`config.mk`:
```
export PLATFORM = sky130hd
export DESIGN_NAME = data_mem_ctrl
export DESIGN_NICKNAME = d
export VERILOG_FILES = /design/src/rtl/mem_pkg.sv /design/src/rtl/data_mem_ctrl_lsu_align.sv /design/src/rtl/data_mem_ctrl.sv
export SDC_FILE = /design/constraint.sdc
export NUM_CORES = 1
export LEC_CHECK = 0
export CELL_PAD_IN_SITES_DETAIL_PLACEMENT = 0
export CELL_PAD_IN_SITES_GLOBAL_PLACEMENT = 2
export CORE_MARGIN = 3
export CORE_UTILIZATION = 25
export DETAILED_ROUTE_END_ITERATION = 10
export PLACE_DENSITY_LB_ADDON = 0.12
export SLEW_MARGIN = 20
export SYNTH_ARGS = -nofsm -noshare
export SYNTH_HDL_FRONTEND = slang
export SYNTH_HIERARCHICAL = 1
export SYNTH_SLANG_ARGS = --single-unit
```
`constraint.sdc`:
```
create_clock -name SYS_clk -period 5.6 [get_ports SYS_clk]
set_input_delay 1.4 -clock SYS_clk [delete_from_list [all_inputs] [get_ports SYS_clk]]
set_output_delay 1.4 -clock SYS_clk [all_outputs]
set_load 0.005 [all_outputs]
```
`src/rtl/mem_pkg.sv`:
```
// Shared definitions for the load/store controller.
//   LEN_*         : request length encodings (byte/half/word, 00 = none)
//   ctrl_state_t  : controller state encoding
//   mask_n()      : right-aligned byte mask for a request length
package mem_pkg;

  localparam logic [1:0] LEN_NONE = 2'b00;
  localparam logic [1:0] LEN_BYTE = 2'b01;
  localparam logic [1:0] LEN_HALF = 2'b10;
  localparam logic [1:0] LEN_WORD = 2'b11;

  typedef enum logic [2:0] {
    ST_IDLE,
    ST_ACC0,
    ST_ACC1,
    ST_FIN,
    ST_RESP
  } ctrl_state_t;

  // LEN_NONE maps to a full word, matching how an unspecified load
  // length is interpreted.
  function automatic logic [3:0] mask_n(input logic [1:0] len);
    case (len)
      LEN_BYTE: return 4'b0001;
      LEN_HALF: return 4'b0011;
      default:  return 4'b1111;
    endcase
  endfunction

endpackage

```
`src/rtl/data_mem_ctrl_lsu_align.sv`:
```
// lsu_align: combinational lane alignment for the load/store controller.
//   len, off     : effective access length and byte offset within word A
//   sign_ext     : sign-extend byte/half loads
//   st_data      : right-aligned store data
//   rd_word_a/b  : RAM words A and B for load assembly (B = 0 if unused)
//   split        : access crosses into word B
//   wdata_a/b,
//   wstrb_a/b    : lane-aligned write data and byte strobes for A and B
//   ld_data      : assembled and extended load result
module lsu_align
  import mem_pkg::*;
(
  input  logic [1:0]  len,
  input  logic [1:0]  off,
  input  logic        sign_ext,
  input  logic [31:0] st_data,
  input  logic [31:0] rd_word_a,
  input  logic [31:0] rd_word_b,
  output logic        split,
  output logic [31:0] wdata_a,
  output logic [31:0] wdata_b,
  output logic [3:0]  wstrb_a,
  output logic [3:0]  wstrb_b,
  output logic [31:0] ld_data
);

  logic [3:0]  mask;
  logic [2:0]  nbytes;
  logic [31:0] data_masked;
  logic [7:0]  strb_pair;
  logic [63:0] wdata_pair;
  logic [31:0] rd_shift;

  assign mask = mask_n(len);

  // Clear bytes beyond the access length so lanes without a strobe
  // always carry zero after shifting.
  generate
    for (genvar gi = 0; gi < 4; gi++) begin : g_lane_mask
      assign data_masked[8*gi +: 8] = mask[gi] ? st_data[8*gi +: 8] : 8'h00;
    end
  endgenerate

  always_comb begin
    nbytes = (len == LEN_BYTE) ? 3'd1 : (len == LEN_HALF) ? 3'd2 : 3'd4;
    split  = ({1'b0, off} + nbytes) > 3'd4;

    // Shifting into a 2-word window puts word A lanes in the low half
    // and the overflow lanes for word B in the high half.
    strb_pair  = {4'b0000, mask} << off;
    wdata_pair = {32'h0, data_masked} << {off, 3'b000};
    wstrb_a    = strb_pair[3:0];
    wstrb_b    = strb_pair[7:4];
    wdata_a    = wdata_pair[31:0];
    wdata_b    = wdata_pair[63:32];

    rd_shift = 32'({rd_word_b, rd_word_a} >> {off, 3'b000});
    case (len)
      LEN_BYTE: ld_data = {{24{sign_ext & rd_shift[7]}},  rd_shift[7:0]};
      LEN_HALF: ld_data = {{16{sign_ext & rd_shift[15]}}, rd_shift[15:0]};
      default:  ld_data = rd_shift;
    endcase
  end

endmodule

```
`src/rtl/data_mem_ctrl.sv`:
```
// data_mem_ctrl: byte/half/word load/store controller in front of a
// word-wide synchronous RAM with byte strobes. Word-crossing accesses are
// split into two RAM accesses (word A, then word A+1 with wrap).
//   SYS_clk, SYS_reset         : clock, synchronous active-high reset
//   req_valid / req_ready      : request handshake (accept on both high)
//   MEM_write_length           : 00 = load, else byte/half/word store
//   MEM_read_length/_signed    : load length (00 = word) and extension
//   MEM_write_data/_address    : store data (right-aligned) and address
//   MEM_read_address           : load address
//   resp_valid, MEM_read_data  : one-cycle completion pulse and load data
//   ram_*                      : registered RAM port; ram_rdata returns
//                                one cycle after a read
//   split_count                : number of accepted split requests
module data_mem_ctrl
  import mem_pkg::*;
#(
  parameter int ADDR_W = 10,
  parameter int CNT_W  = 32
) (
  input  logic              SYS_clk,
  input  logic              SYS_reset,
  input  logic              req_valid,
  output logic              req_ready,
  input  logic [1:0]        MEM_write_length,
  input  logic [1:0]        MEM_read_length,
  input  logic              MEM_read_signed,
  input  logic [31:0]       MEM_write_data,
  input  logic [31:0]       MEM_write_address,
  input  logic [31:0]       MEM_read_address,
  output logic              resp_valid,
  output logic [31:0]       MEM_read_data,
  output logic              ram_en,
  output logic              ram_we,
  output logic [ADDR_W-1:0] ram_addr,
  output logic [3:0]        ram_wstrb,
  output logic [31:0]       ram_wdata,
  input  logic [31:0]       ram_rdata,
  output logic [CNT_W-1:0]  split_count
);

  ctrl_state_t       state_reg;
  logic              is_store_reg;
  logic              split_reg;
  logic              sign_reg;
  logic [1:0]        len_reg;
  logic [1:0]        off_reg;
  logic [ADDR_W-1:0] widx_reg;
  logic [31:0]       data_reg;
  logic [31:0]       word_a_reg;

  logic        req_store;
  logic [31:0] req_addr;
  logic [1:0]  req_len;
  logic [1:0]  cur_len;
  logic [1:0]  cur_off;
  logic        cur_sign;
  logic [31:0] cur_data;
  logic [31:0] rd_word_a;
  logic [31:0] rd_word_b;

  logic        al_split;
  logic [31:0] al_wdata_a;
  logic [31:0] al_wdata_b;
  logic [3:0]  al_wstrb_a;
  logic [3:0]  al_wstrb_b;
  logic [31:0] al_ld_data;

  // Only the word index and byte offset of the address are meaningful.
  logic unused_addr_bits;
  assign unused_addr_bits = ^req_addr[31:ADDR_W+2];

  assign req_ready = (state_reg == ST_IDLE);

  always_comb begin
    req_store = (MEM_write_length != LEN_NONE);
    req_addr  = req_store ? MEM_write_address : MEM_read_address;
    req_len   = LEN_WORD;
    if (req_store)
      req_len = MEM_write_length;
    else if (MEM_read_length != LEN_NONE)
      req_len = MEM_read_length;

    // The aligner sees the live request while idle (word A lanes are
    // registered on the accept edge) and the latched copy afterwards.
    if (state_reg == ST_IDLE) begin
      cur_len  = req_len;
      cur_off  = req_addr[1:0];
      cur_sign = MEM_read_signed;
      cur_data = MEM_write_data;
    end else begin
      cur_len  = len_reg;
      cur_off  = off_reg;
      cur_sign = sign_reg;
      cur_data = data_reg;
    end

    // In FIN the RAM output holds the last word read: word A for an
    // aligned load, word B for a split one.
    rd_word_a = split_reg ? word_a_reg : ram_rdata;
    rd_word_b = split_reg ? ram_rdata  : 32'h0;
  end

  lsu_align u_align (
    .len       (cur_len),
    .off       (cur_off),
    .sign_ext  (cur_sign),
    .st_data   (cur_data),
    .rd_word_a (rd_word_a),
    .rd_word_b (rd_word_b),
    .split     (al_split),
    .wdata_a   (al_wdata_a),
    .wdata_b   (al_wdata_b),
    .wstrb_a   (al_wstrb_a),
    .wstrb_b   (al_wstrb_b),
    .ld_data   (al_ld_data)
  );

  always_ff @(posedge SYS_clk) begin
    if (SYS_reset) begin
      state_reg     <= ST_IDLE;
      is_store_reg  <= 1'b0;
      split_reg     <= 1'b0;
      sign_reg      <= 1'b0;
      len_reg       <= LEN_NONE;
      off_reg       <= 2'b00;
      widx_reg      <= '0;
      data_reg      <= 32'h0;
      word_a_reg    <= 32'h0;
      resp_valid    <= 1'b0;
      MEM_read_data <= 32'h0;
      ram_en        <= 1'b0;
      ram_we        <= 1'b0;
      ram_addr      <= '0;
      ram_wstrb     <= 4'h0;
      ram_wdata     <= 32'h0;
      split_count   <= '0;
    end else begin
      // RAM strobes and the response are single-cycle pulses.
      ram_en     <= 1'b0;
      ram_we     <= 1'b0;
      ram_wstrb  <= 4'h0;
      ram_wdata  <= 32'h0;
      resp_valid <= 1'b0;

      case (state_reg)
        ST_IDLE: begin
          if (req_valid) begin
            is_store_reg <= req_store;
            split_reg    <= al_split;
            sign_reg     <= MEM_read_signed;
            len_reg      <= req_len;
            off_reg      <= req_addr[1:0];
            widx_reg     <= req_addr[ADDR_W+1:2];
            data_reg     <= MEM_write_data;
            ram_en       <= 1'b1;
            ram_we       <= req_store;
            ram_addr     <= req_addr[ADDR_W+1:2];
            if (req_store) begin
              ram_wstrb <= al_wstrb_a;
              ram_wdata <= al_wdata_a;
            end
            if (al_split)
              split_count <= split_count + CNT_W'(1);
            state_reg <= ST_ACC0;
          end
        end

        ST_ACC0: begin
          if (split_reg) begin
            ram_en   <= 1'b1;
            ram_we   <= is_store_reg;
            ram_addr <= widx_reg + ADDR_W'(1);
            if (is_store_reg) begin
              ram_wstrb <= al_wstrb_b;
              ram_wdata <= al_wdata_b;
            end
            state_reg <= ST_ACC1;
          end else if (is_store_reg) begin
            resp_valid    <= 1'b1;
            MEM_read_data <= 32'h0;
            state_reg     <= ST_RESP;
          end else begin
            state_reg <= ST_FIN;
          end
        end

        ST_ACC1: begin
          word_a_reg <= ram_rdata;
          if (is_store_reg) begin
            resp_valid    <= 1'b1;
            MEM_read_data <= 32'h0;
            state_reg     <= ST_RESP;
          end else begin
            state_reg <= ST_FIN;
          end
        end

        ST_FIN: begin
          MEM_read_data <= al_ld_data;
          resp_valid    <= 1'b1;
          state_reg     <= ST_RESP;
        end

        ST_RESP: state_reg <= ST_IDLE;

        default: state_reg <= ST_IDLE;
      endcase
    end
  end

endmodule
```
Word-level counts from Yosys, hierarchy flattened --
Cells that the tools add are included.
Cells by class: add/sub/neg operators 3, $mul 0, divide/modulo/power cells 0, magnitude comparators 1, eq/ne operators 8, shift-type cells 3, multiplexer cells 46, bitwise operators 2, reduce and logical (&&, ||, !) cells 9
Operators by type and width (count):
- $mux W32 | 9
- $pmux W32 S2 | 2
- $pmux W32 S3 | 1
- $shl A32 B5 Y64 | 1
- $shr A64 B5 Y32 | 1
- $add A32 B1 Y32 const B | 1
- $mux W8 | 4
- $mux W10 | 2
- $pmux W10 S2 | 1
- $mux W4 | 4
- $pmux W4 S2 | 2
- $mux W3 | 5
- $mux W12 | 1
- $pmux W3 S4 | 1
- $add A10 B1 Y10 const B | 1
- $mux W2 | 4
- $shl A4 B2 Y8 | 1
- $mux W1 | 7
- $eq A3 B2 Y1 const B | 2
- $ne A2 B2 Y1 const B | 3
- $reduce_and A3 Y1 | 2
- $reduce_bool A2 Y1 | 3
- $pmux W1 S2 | 2
- $reduce_and A2 Y1 | 2
- other kinds (9) | 10
Word-level totals: flip-flop bits (word level) 197, latch bits 0, bits in writable memories 0, bits in read-only memories 0, output and inout port bits 114, word-level logic and storage cells 89, memories kept 0

Longest topological paths before layout --
depth after elaboration 11, depth in mapped cells 19, mapped depth without buffers 15

Modules after synthesis --
Netlist, hierarchy kept.
By module, submodules not included:
- data_mem_ctrl | times used 1, cells each 1060, area each 8468.1 um2
- lsu_align | times used 1, cells each 249, area each 2008.2 um2

Worst setup path before layout --
Ideal clock, no wire load.
kind input -> register, start input port MEM_write_length[1], end register split_count[28], library setup time 115 ps, data arrival time 5199 ps, slack 287 ps, stages on the path 16, path buffers 4, cell sequence nor2_1 -> clkbuf_1 -> mux2i_1 -> o21ai_0 -> clkbuf_1 -> buf_2 -> buf_2 -> nand2_1 -> fa_1 -> xor2_1 -> a21oi_1 -> nand4_1 -> or3_4 -> nor4_2 -> a21boi_1 -> o21ba_1
Between the ends: elaborated cells on any way between the ends 12
RTL lines:
- start: declaration | RTL line data_mem_ctrl.sv:24 | input logic [1:0] MEM_write_length,
- $reduce_bool A2 Y1 | RTL line data_mem_ctrl.sv:75 | req_store = (MEM_write_length != LEN_NONE);
- $mux W12 | RTL line data_mem_ctrl.sv:76 | req_addr = req_store ? MEM_write_address : MEM_read_address;
- $mux W2 | RTL line data_mem_ctrl.sv:85 | if (state_reg == ST_IDLE) begin
- named net cur_off[0] | RTL line data_mem_ctrl.sv:55 | logic [1:0] cur_off;
- $add A2 B3 Y3 | RTL line data_mem_ctrl_lsu_align.sv:46 | split = ({1'b0, off} + nbytes) > 3'd4;
- $gt A3 B3 Y1 | RTL line data_mem_ctrl_lsu_align.sv:46
- named net al_split | RTL line data_mem_ctrl.sv:61 | logic al_split;
- $reduce_and A3 Y1 (no line)
- end signal: assignment | RTL line data_mem_ctrl.sv:163 | split_count <= split_count + CNT_W'(1);
- end: declaration | RTL line data_mem_ctrl.sv:38 | output logic [CNT_W-1:0] split_count
The timed path passes the listed nets, and every way through them passes these cells. A chain may end at the register's enable or synchronous reset.

Worst setup path in the final report --
start input port MEM_read_length[0], end register split_count[28]
Between the ends: word-level cells in the longest chain between the ends 10, elaborated cells on any way between the ends 11
RTL lines:
- start: declaration | RTL line data_mem_ctrl.sv:25 | input logic [1:0] MEM_read_length,
- $reduce_bool A2 Y1 | RTL line data_mem_ctrl.sv:80 | else if (MEM_read_length != LEN_NONE)
- $mux W2 (*) | RTL line data_mem_ctrl.sv:80
- $mux W2 (*) | RTL line data_mem_ctrl.sv:78 | if (req_store)
- $mux W2 (*) | RTL line data_mem_ctrl.sv:85
- named net cur_len[0] | RTL line data_mem_ctrl.sv:54 | logic [1:0] cur_len;
- $eq A2 B2 Y1 | RTL line data_mem_ctrl_lsu_align.sv:45 | nbytes = (len == LEN_BYTE) ? 3'd1 : (len == LEN_HALF) ? 3'd2 : 3'd4;
- $mux W3 | RTL line data_mem_ctrl_lsu_align.sv:45
- $mux W3 (*) | RTL line data_mem_ctrl_lsu_align.sv:45
- $add A2 B3 Y3 (*) | RTL line data_mem_ctrl_lsu_align.sv:46
- $gt A3 B3 Y1 (*) | RTL line data_mem_ctrl_lsu_align.sv:46
- named net al_split | RTL line data_mem_ctrl.sv:61
- $reduce_and A3 Y1 (no line) (*)
Mark *: on every way through the listed nets, which the timed path passes. The rest lies on a longest branch.

==> flow_summary.toml <==
[status]
status = "complete, no violations"

[yosys]
synth_cells = 1301
syn_area_mm2 = 0.0104
synth_warnings = 6
syn_avg_cell_area_um2 = 8.01

[placed_design]
dp.final_hpwl_um = 26100
gp_congestion = 0.768
port_buffers = 209

[worst_setup_path]
path_cells = "clkdlybuf4s50_1, inv_1, a21oi_1, nor2_1, o21ai_0, inv_1, ha_1, inv_1, fa_1, a21oi_1, nand4_1, or3_4, nor4_2, a21boi_1, o21ba_1"
slowest_stage = "clkdlybuf4s50_1"
worstRegToRegCells = 12
worst_ep_required_time_ns = 5.99
critPathMaxFanout = 11
rrSetupSlack_ns = 1.22
cpPeakStageDelay_ns = 0.48
cp-end-kind = "register"
worstReg2RegStart = "state_reg[2]"
worstSetupStartpoint = "MEM_read_length[0]"
crit_end = "split_count[28]"
crit_arrival_ns = 5.10
start_kind = "input port"
criticalPathCategory = "input port to register"
cp_common_cell = "inv_1"
r2r_end = "split_count[28]"

[drt]
via_per_inst = 4.79
first_pass_iters = 5
final_antenna_net_count = 0
drtIter0Drc = 565
wl_um = 37700
routedWlPerCell_um = 19.0
drc = 0
vias = 9532

[clock_network]
post_cts_buffers = 0
clockRootBuffer = "clkbuf_16"
clockBufferDepth = 2
postCtsHoldBufs = 0
cts_tree = "done"
htree_levels = 4
cts_resized = 0
clock_latency_ns = 0.49
path_clk_slew_ns = 0.07
cts_buffers = 17
cts.sinks = 197

[power_and_ir_drop]
p_leak_nw = 4.94
power.internal_mw = 3.50
pwr-share-clk = 0.242
cellPowerDensity_mw_per_mm2 = 442
power_mw = 6.01
combPwrFrac = 0.475
swShare = 0.418
p_switching_mw = 2.51
ir_worst_vdd_mv = 0.237
seqPwrFrac = 0.283

[floorplan]
fp.dieArea_mm2 = 0.0442
io_pins = 250
fp.dieW_um = 210
die_y_um = 210
row_count = 74
core_area_mm2 = 0.0410
start_util = 0.254

[layout]
n_antenna_cell = 0
regArea_mm2 = 0.00395
drive_gt1_frac = 0.0940
multiInputGateArea_mm2 = 0.00600
final.fill_count = 4321
utilization = 0.331
final_nets = 1587
synthToLayoutAreaGrowth_pct = 30.2

[sta]
max_freq_ghz = 0.212
min_period_over_period = 0.842
tns_ns = 0
slew_violations = 0
maxSlewHeadroom = 0.344
timing_hold_violations_final = 0
worst_clock_skew_ns = 0.00808
whs_ns = 0.454
setup_viol = 0
grt_setup_unrepaired = "false"
worst_pin_slew_ns = 0.984
period_minus_slack_ns = 4.71

[global_route]
antenna_found_initial = 2
grt_pass1_wl_um = 57000
grt_pass1_vias = 8953
overflow = 0
grt_usage = 0.171
grt_max_degree = 83

[worst_hold_path]
hp-class = "register to register"

[job]
cap_violations = 0
==> through the flow <==
| step | worst slack, ns | instances | cell area [um^2] |
|---|---|---|---|
| global route | 0.586 | 1989 | 13600 |
| CTS | 0.894 | 1989 | 13600 |
| global placement | 0.372 | 1957 | 12900 |
| detailed placement | 0.328 | 1957 | 12900 |
| floorplan | 0.287 | 1309 | 10500 |
| finish | 0.886 | 1989 | 13600 |
==> final cells by class <==
cell class                 count  share of cell area
sequential                   197               0.291
timing repair buffer         230               0.166
tap                          532              0.0490
inverter                      12             0.00332
clock inverter                12              0.0165
multi-input combinational    986               0.442
clock buffer                  20              0.0329
==> power groups by stage <==
| stage | Combinational [mW] | Clock (mW) | Sequential [mW] |
|---|---|---|---|
| finish | 2.85 | 1.46 | 1.70 |
| floorplan | 1.90 | 0 | 1.70 |
| CTS | 2.90 | 1.53 | 1.70 |
| global route | 3.15 | 1.58 | 1.72 |
| detailed placement | 2.90 | 0 | 1.73 |
| global placement | 2.90 | 0 | 1.73 |
==> layout by cell type, fill, tap and decap left out, drive strengths merged, types with 12 or more instances in the layout <==
master and instances:
a22oi 70, nand2 322, a211oi 13, and3 13
and2 46, clkbuf 20, nand3 19, o21ai 37
mux2i 19, clkdlybuf4s50 208, inv 12, a21oi 97
mux4 32, mux2 38, xnor2 24, dfxtp 197
nor2 140, buf 22
==> worst min path at each step <==
stage,startpoint,to,cells after the start
2_1_floorplan,word_a_reg[0],word_a_reg[0],2
5_1_grt,word_a_reg[26],word_a_reg[26],2
4_1_cts,word_a_reg[13],word_a_reg[13],2
6_report,word_a_reg[19],word_a_reg[19],2
3_5_place_dp,word_a_reg[25],word_a_reg[25],2
3_3_place_gp,word_a_reg[30],word_a_reg[30],2
==> layer usage <==
metal | GRT usage | vias up | wire length, um | part of all wire
li1 | - | 4734 | - | -
met1 | 0.247 | 4537 | 18900 | 0.50
met2 | 0.255 | 228 | 16600 | 0.44
met3 | 0.0393 | 29 | 1780 | 0.047
met4 | 0.0477 | 4 | 482 | 0.013
met5 | 0 | - | 26 | 0.00069
==> worst max-delay path, delay by kind of cell <==
family	cells	cell delay, ns
AND/OR/NAND/NOR	4	1.23
AO/OA/AOI/OAI	5	1.04
buffers and inverters	4	0.77
adder cells (fa/ha/maj)	2	0.66
No activity file was read; power rests on OpenSTA's default activity.
